==> src/rtl/fetch.sv <==
// Instruction fetch stage: word reads over a req/ack port, a 4-entry Thumb halfword
// queue, and one instruction per cycle to decode under stall/normal/branch control.
module fetch #(
  parameter logic [31:0] RESET_PC = 32'h0000_0000,
  parameter logic [15:0] NOP_IR   = 16'hBF00
) (
  input  logic        clk,
  input  logic        rst,
  input  logic [1:0]  i_mode,
  input  logic [31:0] i_branch_target,
  output logic        o_imem_req_r,
  output logic [31:0] o_imem_addr_r,
  input  logic        i_imem_ack,
  input  logic [31:0] i_imem_rdata,
  output logic [15:0] o_ir_r,
  output logic        o_ir_valid_r,
  output logic [31:0] o_pc_r
);

  localparam logic [31:0] WORD_MASK = 32'hFFFF_FFFC;
  localparam logic [31:0] HALF_MASK = 32'hFFFF_FFFE;

  typedef enum logic [1:0] {
    IDLE,
    REQ,
    DROP
  } state_e;

  state_e      state_q, state_d;
  logic        req_q, req_d;
  logic [31:0] addr_q, addr_d;
  logic [31:0] fetch_pc_q, fetch_pc_d;
  logic        skip_low_q, skip_low_d;

  logic [15:0] queue_q [4];
  logic [15:0] queue_d [4];
  logic [1:0]  head_q, head_d;
  logic [2:0]  count_q, count_d;
  logic [31:0] pop_pc_q, pop_pc_d;

  logic [15:0] ir_q, ir_d;
  logic        ir_valid_q, ir_valid_d;
  logic [31:0] pc_q, pc_d;

  logic        mode_branch;
  logic        mode_pop;
  logic        pop;
  logic        ack_any;
  logic        ack_data;
  logic        want_req;
  logic [2:0]  push_n;
  logic [2:0]  count_net;
  logic [1:0]  wr_idx0;
  logic [1:0]  wr_idx1;
  logic [31:0] target;

  // Mode 3 decodes as normal, so bit 0 alone selects a pop.
  always_comb begin
    mode_branch = (i_mode == 2'd2);
    mode_pop    = i_mode[0];
    pop         = mode_pop && (count_q != 3'd0);
    ack_any     = req_q && i_imem_ack;
    ack_data    = (state_q == REQ) && ack_any && !mode_branch;
    push_n      = ack_data ? (skip_low_q ? 3'd1 : 3'd2) : 3'd0;
    count_net   = count_q - {2'b00, pop} + push_n;
    want_req    = (count_net <= 3'd2) && !mode_branch;
    target      = i_branch_target & HALF_MASK;
  end

  // Writes index from the pre-pop head: a request only issues with two free
  // slots, so the incoming halfwords never land on a still-occupied entry.
  always_comb begin
    queue_d = queue_q;
    wr_idx0 = head_q + count_q[1:0];
    wr_idx1 = wr_idx0 + 2'd1;
    if (ack_data) begin
      if (skip_low_q) begin
        queue_d[wr_idx0] = i_imem_rdata[31:16];
      end else begin
        queue_d[wr_idx0] = i_imem_rdata[15:0];
        queue_d[wr_idx1] = i_imem_rdata[31:16];
      end
    end
    head_d  = head_q + {1'b0, pop};
    count_d = mode_branch ? 3'd0 : count_net;
  end

  always_comb begin
    state_d    = state_q;
    req_d      = req_q;
    addr_d     = addr_q;
    fetch_pc_d = fetch_pc_q;
    skip_low_d = skip_low_q;
    unique case (state_q)
      IDLE: begin
        if (want_req) begin
          state_d = REQ;
          req_d   = 1'b1;
          addr_d  = fetch_pc_q & WORD_MASK;
        end
      end
      REQ: begin
        if (mode_branch) begin
          if (ack_any) begin
            state_d = IDLE;
            req_d   = 1'b0;
          end else begin
            state_d = DROP;
          end
        end else if (ack_any) begin
          fetch_pc_d = fetch_pc_q + 32'd4;
          skip_low_d = 1'b0;
          if (want_req) begin
            addr_d = fetch_pc_d & WORD_MASK;
          end else begin
            state_d = IDLE;
            req_d   = 1'b0;
          end
        end
      end
      DROP: begin
        if (ack_any) begin
          state_d = IDLE;
          req_d   = 1'b0;
        end
      end
      default: begin
        state_d = IDLE;
        req_d   = 1'b0;
      end
    endcase
    if (mode_branch) begin
      fetch_pc_d = target;
      skip_low_d = i_branch_target[1];
    end
  end

  always_comb begin
    ir_d       = ir_q;
    ir_valid_d = ir_valid_q;
    pc_d       = pc_q;
    pop_pc_d   = pop_pc_q;
    if (mode_branch) begin
      ir_d       = NOP_IR;
      ir_valid_d = 1'b0;
      pop_pc_d   = target;
    end else if (mode_pop) begin
      if (count_q != 3'd0) begin
        ir_d       = queue_q[head_q];
        ir_valid_d = 1'b1;
        pc_d       = pop_pc_q;
        pop_pc_d   = pop_pc_q + 32'd2;
      end else begin
        ir_d       = NOP_IR;
        ir_valid_d = 1'b0;
      end
    end
  end

  always_ff @(posedge clk or posedge rst) begin
    if (rst) begin
      state_q    <= IDLE;
      req_q      <= 1'b0;
      addr_q     <= RESET_PC & WORD_MASK;
      fetch_pc_q <= RESET_PC & HALF_MASK;
      skip_low_q <= RESET_PC[1];
      for (int unsigned i = 0; i < 4; i++) begin
        queue_q[i] <= '0;
      end
      head_q     <= '0;
      count_q    <= '0;
      pop_pc_q   <= RESET_PC & HALF_MASK;
      ir_q       <= NOP_IR;
      ir_valid_q <= 1'b0;
      pc_q       <= RESET_PC;
    end else begin
      state_q    <= state_d;
      req_q      <= req_d;
      addr_q     <= addr_d;
      fetch_pc_q <= fetch_pc_d;
      skip_low_q <= skip_low_d;
      queue_q    <= queue_d;
      head_q     <= head_d;
      count_q    <= count_d;
      pop_pc_q   <= pop_pc_d;
      ir_q       <= ir_d;
      ir_valid_q <= ir_valid_d;
      pc_q       <= pc_d;
    end
  end

  assign o_imem_req_r  = req_q;
  assign o_imem_addr_r = addr_q;
  assign o_ir_r        = ir_q;
  assign o_ir_valid_r  = ir_valid_q;
  assign o_pc_r        = pc_q;

endmodule

==> config.mk <==
export PLATFORM = sky130hd
export DESIGN_NAME = fetch
export DESIGN_NICKNAME = d
export VERILOG_FILES = /design/src/rtl/fetch.sv
export SDC_FILE = /design/constraint.sdc
export NUM_CORES = 1
export LEC_CHECK = 0
export CAP_MARGIN = 10
export CORE_MARGIN = 2
export CORE_UTILIZATION = 60
export DETAILED_ROUTE_END_ITERATION = 8
export PLACE_DENSITY = 0.86
export SYNTH_ARGS = -nofsm -noshare
export SYNTH_HDL_FRONTEND = slang
export SYNTH_SLANG_ARGS = --single-unit
==> constraint.sdc <==
create_clock -name clk -period 13.1 [get_ports clk]
set_clock_uncertainty 0.15 [all_clocks]
set_input_delay 1.31 -clock clk [delete_from_list [all_inputs] [get_ports clk]]
set_output_delay 1.31 -clock clk [all_outputs]
set_load 0.01 [all_outputs]
==> After elaboration in Yosys (flattened, before gate mapping) <==
Cells that the tools add are included.
{ "op_classes": {"n_addsub": 7, "mul": 0, "div": 0, "order_cmp": 6, "eq_ne": 10, "shift": 0, "mux": 47, "bitwise": 4, "reduce_logical": 21} }
{ "ops": {"columns": ["cell", "n"], "rows": [
  ["32-bit 2-to-1 mux", 10],
  ["64-bit bitwise mux", 3],
  ["16-bit 2-to-1 mux", 7],
  ["16-bit demux with 2-bit select", 2],
  ["64-bit 2-to-1 mux", 1],
  ["32-bit case mux with 2 select lines", 1],
  ["32-bit by 2-bit adder with 32-bit output, second input constant", 1],
  ["32-bit by 3-bit adder with 32-bit output, second input constant", 1],
  ["16-bit binary-select mux with 2-bit select", 1],
  ["2-bit 2-to-1 mux", 8],
  ["1-bit 2-to-1 mux", 11],
  ["2-bit != test, second input constant", 5],
  ["2-bit nonzero test", 5],
  ["3-bit >= comparator, second input constant", 3],
  ["2-bit NOT with 3-bit output", 3],
  ["1-bit logical AND", 7],
  ["3-bit by 1-bit < comparator with 1-bit output, second input constant", 2],
  ["3-bit != test, second input constant", 2],
  ["2-bit case mux with 3 select lines", 1],
  ["3-bit AND reduction", 2],
  ["5-bit AND reduction", 1],
  ["2-bit equality test, second input constant", 2],
  ["2-bit AND reduction", 2],
  ["4-bit AND reduction", 1],
  ["other kinds (13)", 13]
]} }
{ "word_totals": {"reg_bits": 218, "latch_bits": 0, "mem_bits_rw": 0, "romBits": 0, "input_bits": 69, "memories": 0} }

==> Logic depth before layout (Yosys ltp) <==
Gate-level depths: netlist of the first run.
{ "logic_depth": {"depth_word": 11, "ltp_mapped": 14} }

==> Least setup slack after synthesis of the first run <==
Ideal clock, no wire load.
{ "synth_path": {"kind": "input-to-reg", "start": "input port i_mode[1]", "end": "register addr_q[27] (netlist: o_imem_addr_r[27])", "arrival_ns": 3.785, "path_slack_ns": 9.028, "path_stages": 13, "cell_sequence": "nor2b_1 clkbuf_1 nor2_1 a21oi_1 nand2b_1 ha_1 inv_1 fa_1 xor3_1 o21ai_1 nor4b_2 clkbuf_1 a21oi_1"} }
{ "synth_between": {"elab_chain_cells": 9, "elab_cells_between_ends": 11, "cone_classes": "1 x add/sub; 1 x order compare; 4 x eq/ne; 1 x mux; 4 x reduce/logical"} }
{ "synth_lines": {"columns": ["element", "line", "rtl"], "rows": [
  ["from (decl)", "9", "input logic [1:0] i_mode,"],
  ["2-bit equality test (*)", "59", "mode_branch = (i_mode == 2'd2);"],
  ["1-bit logical NOT", "63, 66", null],
  ["1-bit logical AND", "63", "ack_data = (state_q == REQ) && ack_any && !mode_branch;"],
  ["2-bit 2-to-1 mux", "64", "push_n = ack_data ? (skip_low_q ? 3'd1 : 3'd2) : 3'd0;"],
  ["3-bit by 2-bit adder with 3-bit output", "65", "count_net = count_q - {2'b00, pop} + push_n;"],
  ["3-bit by 2-bit <= comparator with 1-bit output", "66", "want_req = (count_net <= 3'd2) && !mode_branch;"],
  ["1-bit logical AND", "66", null],
  ["2-bit != test (no source line)", null, null],
  ["5-bit AND reduction (no source line) (*)", null, null],
  ["to (signal assigned)", "164", "addr_q <= RESET_PC & WORD_MASK;"],
  ["to (signal assigned)", "179", "addr_q <= addr_d;"],
  ["to (decl)", "31", "logic [31:0] addr_q, addr_d;"]
]} }
Mark *: on every way between the ends. The rest lies on a longest branch, timed or not.
A chain may end at the register's enable or synchronous reset.

==> Worst setup path in the final report of the first run <==
{ "layout_path": {"start": "input port i_mode[0]", "end": "register addr_q[10] (netlist: o_imem_addr_r[10])"} }
{ "layout_between": {"elab_chain_cells": 9, "elab_cells_between_ends": 13, "cone_classes": "2 x add/sub; 1 x order compare; 4 x eq/ne; 1 x mux; 5 x reduce/logical"} }
{ "layout_lines": {"columns": ["element"], "rows": [
  ["branches (longest 8 deep; another with 3-bit by 1-bit subtractor with 3-bit output)"],
  ["5-bit AND reduction (no source line) (*)"]
]} }
Every way passes the cells marked *.

==> reports/qor.yml, run 1 <==
syn-cell-area_sq_um: 11290
die_h_um: 141.2
rows: 50
postSynthAreaPerCell_sq_um: 8.922
timing.rr.start: "head_q[1]$_DFF_PP0_"
first_pass_iters: 8
cts_htree_levels: 1
final_layout_size_suffix_gt1_share_pct: 6.968
track_usage_pct: 30.76
fin_tns_setup_ps: 0
start_kind: "primary input"
worstReg2RegEnd: "queue_q[46]$_DFFE_PP0P_"
wirelength_mm: 30.79
synth.area.top_cells: "dfrtp_1, nand2_1, a21oi_1"
crit_end: "o_imem_addr_r[10]$_DFFE_PP0P_"
period_needed_ps: 4807
critical_path_required_ps: 13380
die_w_um: 141.2
cts_made_buffers: 22
fill_cells: 1312
cts_buffer_depth: 3
root_buffer: "clkbuf_16"
clk_pin_slew_ps: 60
synth_cell_types: 49
cts_resized: 0
netlist_instances: 1265
ant_nets: 0
dpl_cell_area_sq_um: 12750
postCtsHoldBufs: 0
cts.sinks: 212
synth-seq-area-share_pct: 47.08
drt_iter0_markers: 1066
clock_latency_ps: 520
tightestPinTransition_ps: 1269
core-area_sq_um: 18580
ys.flop_type: "dfrtp_1"
fmax_ghz: 0.2080
slew_violations: 0
yosysTopAreaCellShare_pct: 45.45
antenna_found_initial: 0
cts_tree: "done"
worstSetupEndpointType: "flop"
ys_warn_count: 0
synth_edf_count: 0
cp.arrival_ps: 5090
diodes: 0
reg2reg_slack_ps: 9080
rsz0062_at_grt: "no"
grt_overflow: 0
grt_max_degree: 137
cts_post_setup_buffers_inserted: 0
power_density_nw_per_um2: 265.1
outcome: "complete, no violations"
first_global_vias: 9658
place_hpwl_mm: 19.34
place_congestion: 0.9043
crit_path_start: "i_mode[0]"
start_util_pct: 60.74
drv_cap: 0
setup_viol: 0
fin_area_sq_um: 13580
grt_pass1_wl_mm: 49.42
fin_ws_ps: 8293
critPathMaxFanout: 60
synth-seq-cells: 212
via_count: 10030
reg2reg_depth: 10
synth_top_area_cell: "dfrtp_1"
area_delta_synth_final_pct: 20.30
hold_path_class: "reg2reg"
remaining_drc_errors: 0
avgRoutedWirePerCell_um: 19.45
vdd_drop_max_mv: 0.2051
fin_crit_sh_pct: 36.69
leakagePower_nw: 5.429
nNetsFinal: 1416
hold_viol: 0
io_buffers: 146
die_area_sq_um: 19920
viasPerCell: 6.334
slew_headroom_pct: 14.70
place_ws_ps: 7857
worstSetupPathType: "in2reg"
ys_async_sr_fraction_pct: 100.0
pin_count: 151
==> cell usage in the layout (no fill, tap or decap), types with 8 or more instances in the layout <==
cell / netlist / layout
dfrtp_1: 205 / 204
xnor2_1: 45 / 45
ha_1: 13 / 13
nand2_1: 181 / 181
nand3b_1: 16 / 16
inv_1: 11 / 10
nor2_1: 153 / 153
mux4_2: 16 / 16
nand4_1: 35 / 35
a22o_1: 9 / 9
clkdlybuf4s50_1: 0 / 146
a22oi_1: 49 / 49
clkbuf_16: 0 / 23
nor3_1: 11 / 11
nor4_1: 13 / 13
xor2_1: 41 / 41
buf_4: 3 / 20
nand3_1: 25 / 25
and3_1: 9 / 9
a21oi_1: 117 / 117
a31oi_1: 68 / 68
o21ai_1: 52 / 50
and4_1: 8 / 8
nor2b_1: 8 / 8
==> stage by stage <==
step                total power [W]  hold slack (ps)  cells  utilization [%]
detailed placement         0.002865            312.1   1542            68.61
global route               0.003826            345.0   1583            73.07
finish                     0.003600            324.2   1583            73.07
CTS                        0.003575            327.3   1582            72.92
floorplan                  0.002241            297.7   1267                -
global placement           0.002805            309.4   1542            68.61
==> state kept, by name, indices dropped and copies added, names as in the netlist <==
register / flops
queue_q: 64
o_pc_r: 31
pop_pc_q: 31
fetch_pc_q: 30
o_imem_addr_r: 30
o_ir_r: 16
count_q: 3
head_q: 2
state_q: 2
o_imem_req_r: 1
o_ir_valid_r: 1
skip_low_q: 1
==> how the worst min path moves through the flow <==
stage | from | endpoint | slack [ps] | cells past startpoint
2_1_floorplan | pop_pc_q[31]$_DFFE_PP0P_ | o_pc_r[31]$_DFFE_PP0P_ | 300 | 2
5_1_grt | o_pc_r[26]$_DFFE_PP0P_ | o_pc_r[26]$_DFFE_PP0P_ | 350 | 2
6_report | o_pc_r[3]$_DFFE_PP0P_ | o_pc_r[3]$_DFFE_PP0P_ | 320 | 2
3_5_place_dp | o_pc_r[10]$_DFFE_PP0P_ | o_pc_r[10]$_DFFE_PP0P_ | 310 | 2
3_3_place_gp | o_pc_r[24]$_DFFE_PP0P_ | o_pc_r[24]$_DFFE_PP0P_ | 310 | 2
4_1_cts | o_pc_r[10]$_DFFE_PP0P_ | o_pc_r[10]$_DFFE_PP0P_ | 330 | 2
==> metal layers <==
| layer | vias to the layer above | routed length, um | track usage (%) |
|---|---|---|---|
| met1 | 4853 | 11600 | 40.89 |
| li1 | 4568 | - | - |
| met5 | - | 0 | 0 |
| met3 | 69 | 2844 | 3.770 |
| met4 | 0 | 923 | 11.89 |
| met2 | 536 | 15420 | 52.04 |
==> cells in the mapped netlist, types with 3 or more instances <==
library cell,count
dfrtp_1,205
nand2_1,181
nor2_1,153
a21oi_1,117
clkbuf_1,80
a31oi_1,68
o21ai_1,52
a22oi_1,49
xnor2_1,45
xor2_1,41
nand4_1,35
nand3_1,25
buf_1,22
buf_2,20
mux4_2,16
nand3b_1,16
ha_1,13
nor4_1,13
inv_1,11
nor3_1,11
a22o_1,9
and3_1,9
and4_1,8
nor2b_1,8
dfstp_2,7
o21ai_0,7
o22a_1,7
or3_1,5
and2_1,4
buf_4,3
nand2b_1,3
==> critical path: stages <==
cell and delay, ps:
clkdlybuf4s50_1 610, nor2b_1 370, buf_4 280, nor2_1 150, a21oi_1 280, nand2b_1 140
ha_1 130, inv_1 50, fa_1 370, xor3_1 220, o21ai_1 160, nor4b_4 280
buf_4 470, nor2_1 90, a21oi_1 140
==> where the power goes <==
group	total, W	internal, W	switching, W
Sequential	0.00110	0.000902	0.000202
Clock	0.000689	0.000422	0.000268
Combinational	0.00181	0.000777	0.00103
Total	0.00360	0.00210	0.00150
==> cells by family after synthesis <==
kind of cell    count (synthesis)  share of synthesized area, %
fa+ha+maj                      14                         1.619
flops                         212                         47.08
mux                            17                         3.282
other cells                     1                       0.03323
xor+xnor                       87                         6.885
buf+inv                       136                         4.845
compound gates                318                         16.77
simple gates                  480                         19.48
==> cell type report <==
cell class                 count  area (sq um)  area share [%]
timing repair buffer         167          1639           12.07
clock buffer                  28         634.4           4.672
tap                          234         292.8           2.156
clock inverter                12         166.4           1.226
inverter                      11         48.80          0.3594
sequential                   212          5318           39.17
multi-input combinational    919          5478           40.35
(Power assumes the default switching activity.)
==> run 2: changes to the inputs <==
- CORE_UTILIZATION: 60 -> 56
- PLACE_DENSITY: 0.86 -> 0.81
- clock period: 13.1 -> 4.85 ns (I/O delays scaled with it)
==> run 2 against run 1 <==
Die area increased by 6.9%. Highest routed layer unchanged. Sequential share of layout area shrank 0.13 points. Critical endpoint is now o_imem_addr_r[13]$_DFFE_PP0P_. Hold slack lost 190 ps. Core utilization shrank 3.5 points. Non-clock buffer count up 8. Final cell count is 2.5% higher.
==> reports/qor.yml, run 2 (synthesis gave the netlist of run 1 again) <==
wirelength_mm: 30.63  # -0.53%
leakagePower_nw: 5.438  # +0.18%
place_ws_ps: 764.8  # -7093 ps
cts_made_buffers: 23  # +4.5%
crit_path_max_incr_delay_ps: 510  # -100 ps
p_sw_share_pct: 41.83  # +0.20 points
drt_iter0_markers: 799  # -25%
slew_violations: 0  # unchanged
worstSetupPathType: "reg2reg"
power_switching_w: 0.004001  # +170%
first_pass_iters: 6  # -2
slew_headroom_pct: 19.17  # +4.5 points
first_global_vias: 9611  # -0.49%
remaining_drc_errors: 0  # unchanged
power_density_nw_per_um2: 702.0  # +160%
worstSetupEndpointType: "flop"
via_count: 9875  # -1.5%
cp.arrival_ps: 3950  # -1140 ps
clk_pin_slew_ps: 60  # about the same
grt_pass1_wl_mm: 49.65  # +0.45%
layout_commonest_cell: "dfrtp_1"
viasPerCell: 6.084  # -3.9%
reg2reg_slack_ps: 1200  # -7880 ps
setup_viol: 0  # unchanged
tightestPinTransition_ps: 1212  # -56.50 ps
critical_path_required_ps: 5140  # -8240 ps
nNetsFinal: 1425  # +0.64%
worstPathCellList: "nand4b_1 > nor2_1 > nand3_1 > nand2b_1 > ha_1 > inv_1 > fa_1 > xor3_1 > o21ai_1 > nor4b_4 > buf_4 > nor2_1 > a21oi_1"
hold_path_class: "in2async"
grt_max_degree: 134  # -2.2%
fin_crit_sh_pct: 75.36
postCtsHoldBufs: 0  # unchanged
timing.rr.start: "state_q[1]$_DFFE_PP0P_"
die_w_um: 146.0  # +3.4%
core-area_sq_um: 19590  # +5.4%
cts_post_setup_buffers_inserted: 0  # unchanged
vdd_drop_max_mv: 0.5974  # +190%
cts_resized: 0  # unchanged
reg2reg_depth: 13  # +3
grt_util_met1_pct: 37.14  # -3.8 points
use_met3_pct: 4.263  # +0.49 points
crit_top_cell: "nor2_1"
track_usage_pct: 28.59  # -2.2 points
io_buffers: 146  # unchanged
use_met2_pct: 49.06  # -3.0 points
worstReg2RegEnd: "o_imem_addr_r[13]$_DFFE_PP0P_"
busiest_layer: "met2"
start_kind: "flop"
power_frac_clock_pct: 18.1  # -1.0 points
power_frac_seq_pct: 30.5  # -0.2 points
area_delta_synth_final_pct: 20.71
avgRoutedWirePerCell_um: 18.87  # -3.0%
largest_reg_flops: 64  # unchanged
place_congestion: 0.8860  # -2.0%
worst_path_max_delay_cell: "dfrtp_1"
period_needed_ps: 3655
final_layout_size_suffix_gt1_share_pct: 7.216  # +0.25 points
share_comb_of_total_power_pct: 51.4  # +1.2 points
die_h_um: 146.0  # +3.4%
clock_latency_ps: 530  # about the same
diodes: 0  # unchanged
drv_cap: 0  # unchanged
outcome: "complete, no violations"
cts_htree_levels: 1  # unchanged
start_util_pct: 57.61  # -3.1 points
die_area_sq_um: 21300  # +6.9%
critPathMaxFanout: 60  # unchanged
cts_tree: "done"
rows: 51  # +2.0%
cts.sinks: 212  # unchanged
cp_num_buf_inv: 2  # -2
place_hpwl_mm: 20.38  # +5.4%
grt_overflow: 0  # unchanged
pin_count: 151  # unchanged
intPower_w: 0.005563  # +160%
critical_path.top_delay_family: "simple AND/OR/NAND/NOR gates"
final_cell_mix: "dfrtp_1, nand2_1, nor2_1, clkdlybuf4s50_1, a21oi_1"
ant_nets: 0  # unchanged
rsz0062_at_grt: "no"
cts_buffer_depth: 3  # unchanged
fin_tns_setup_ps: 0  # unchanged
regMostFlops: "queue_q"
fin_ws_ps: 1195  # -7098 ps
root_buffer: "clkbuf_16"
antenna_found_initial: 0  # unchanged
hold_viol: 0  # unchanged
fmax_ghz: 0.2736
==> run 2: layer usage <==
| layer | part of all wire, % | up-vias |
|---|---|---|
| li1 | - | 4590 |
| met2 | 51 | 457 |
| met5 | 0 | - |
| met1 | 39 | 4765 |
| met3 | 7.8 | 63 |
| met4 | 3.1 | 0 |
==> run 2: how the worst max path moves through the flow <==
stage                            from                             to  slack, ps  cells past startpoint
2_1_floorplan                     rst           count_q[0]$_DFF_PP0_       1460                      1
3_3_place_gp                i_mode[1]  o_imem_addr_r[22]$_DFFE_PP0P_        850                     12
3_5_place_dp                i_mode[1]   o_imem_addr_r[6]$_DFFE_PP0P_        760                     12
4_1_cts                     i_mode[1]  o_imem_addr_r[13]$_DFFE_PP0P_       1220                     12
5_1_grt        state_q[1]$_DFFE_PP0P_  o_imem_addr_r[13]$_DFFE_PP0P_        890                     13
6_report       state_q[1]$_DFFE_PP0P_  o_imem_addr_r[13]$_DFFE_PP0P_       1200                     13
==> run 2: final cells by class <==
type	instances	area, sq um
clock inverters	4	38.79
clock buffers	37	708.2
multi-input cells	919	5478
inverters	11	45.04
fillers	1561	5967
repair buffers	175	1704
flip-flops and latches	212	5318
well taps	265	331.6
==> run 2: through the flow <==
stage          hold WS [ps]  std cells  power (W)  util, %  area (sq um)
6_report              130.1       1623   0.009564    69.54         13620
5_1_grt               160.6       1623    0.01019    69.54         13620
4_1_cts               127.5       1623   0.009549    69.54         13620
3_5_place_dp          314.0       1582   0.007790    65.73         12880
3_3_place_gp          309.0       1582   0.007636    65.73         12880
2_1_floorplan         297.7       1267   0.006053        -         11300
==> run 2: power groups by stage <==
stage	Combinational, W	Clock (W)	Sequential (W)
6_report	0.00491	0.00173	0.00292
5_1_grt	0.00538	0.00181	0.00300
4_1_cts	0.00489	0.00175	0.00292
3_5_place_dp	0.00485	0	0.00294
3_3_place_gp	0.00473	0	0.00291
2_1_floorplan	0.00311	0	0.00294
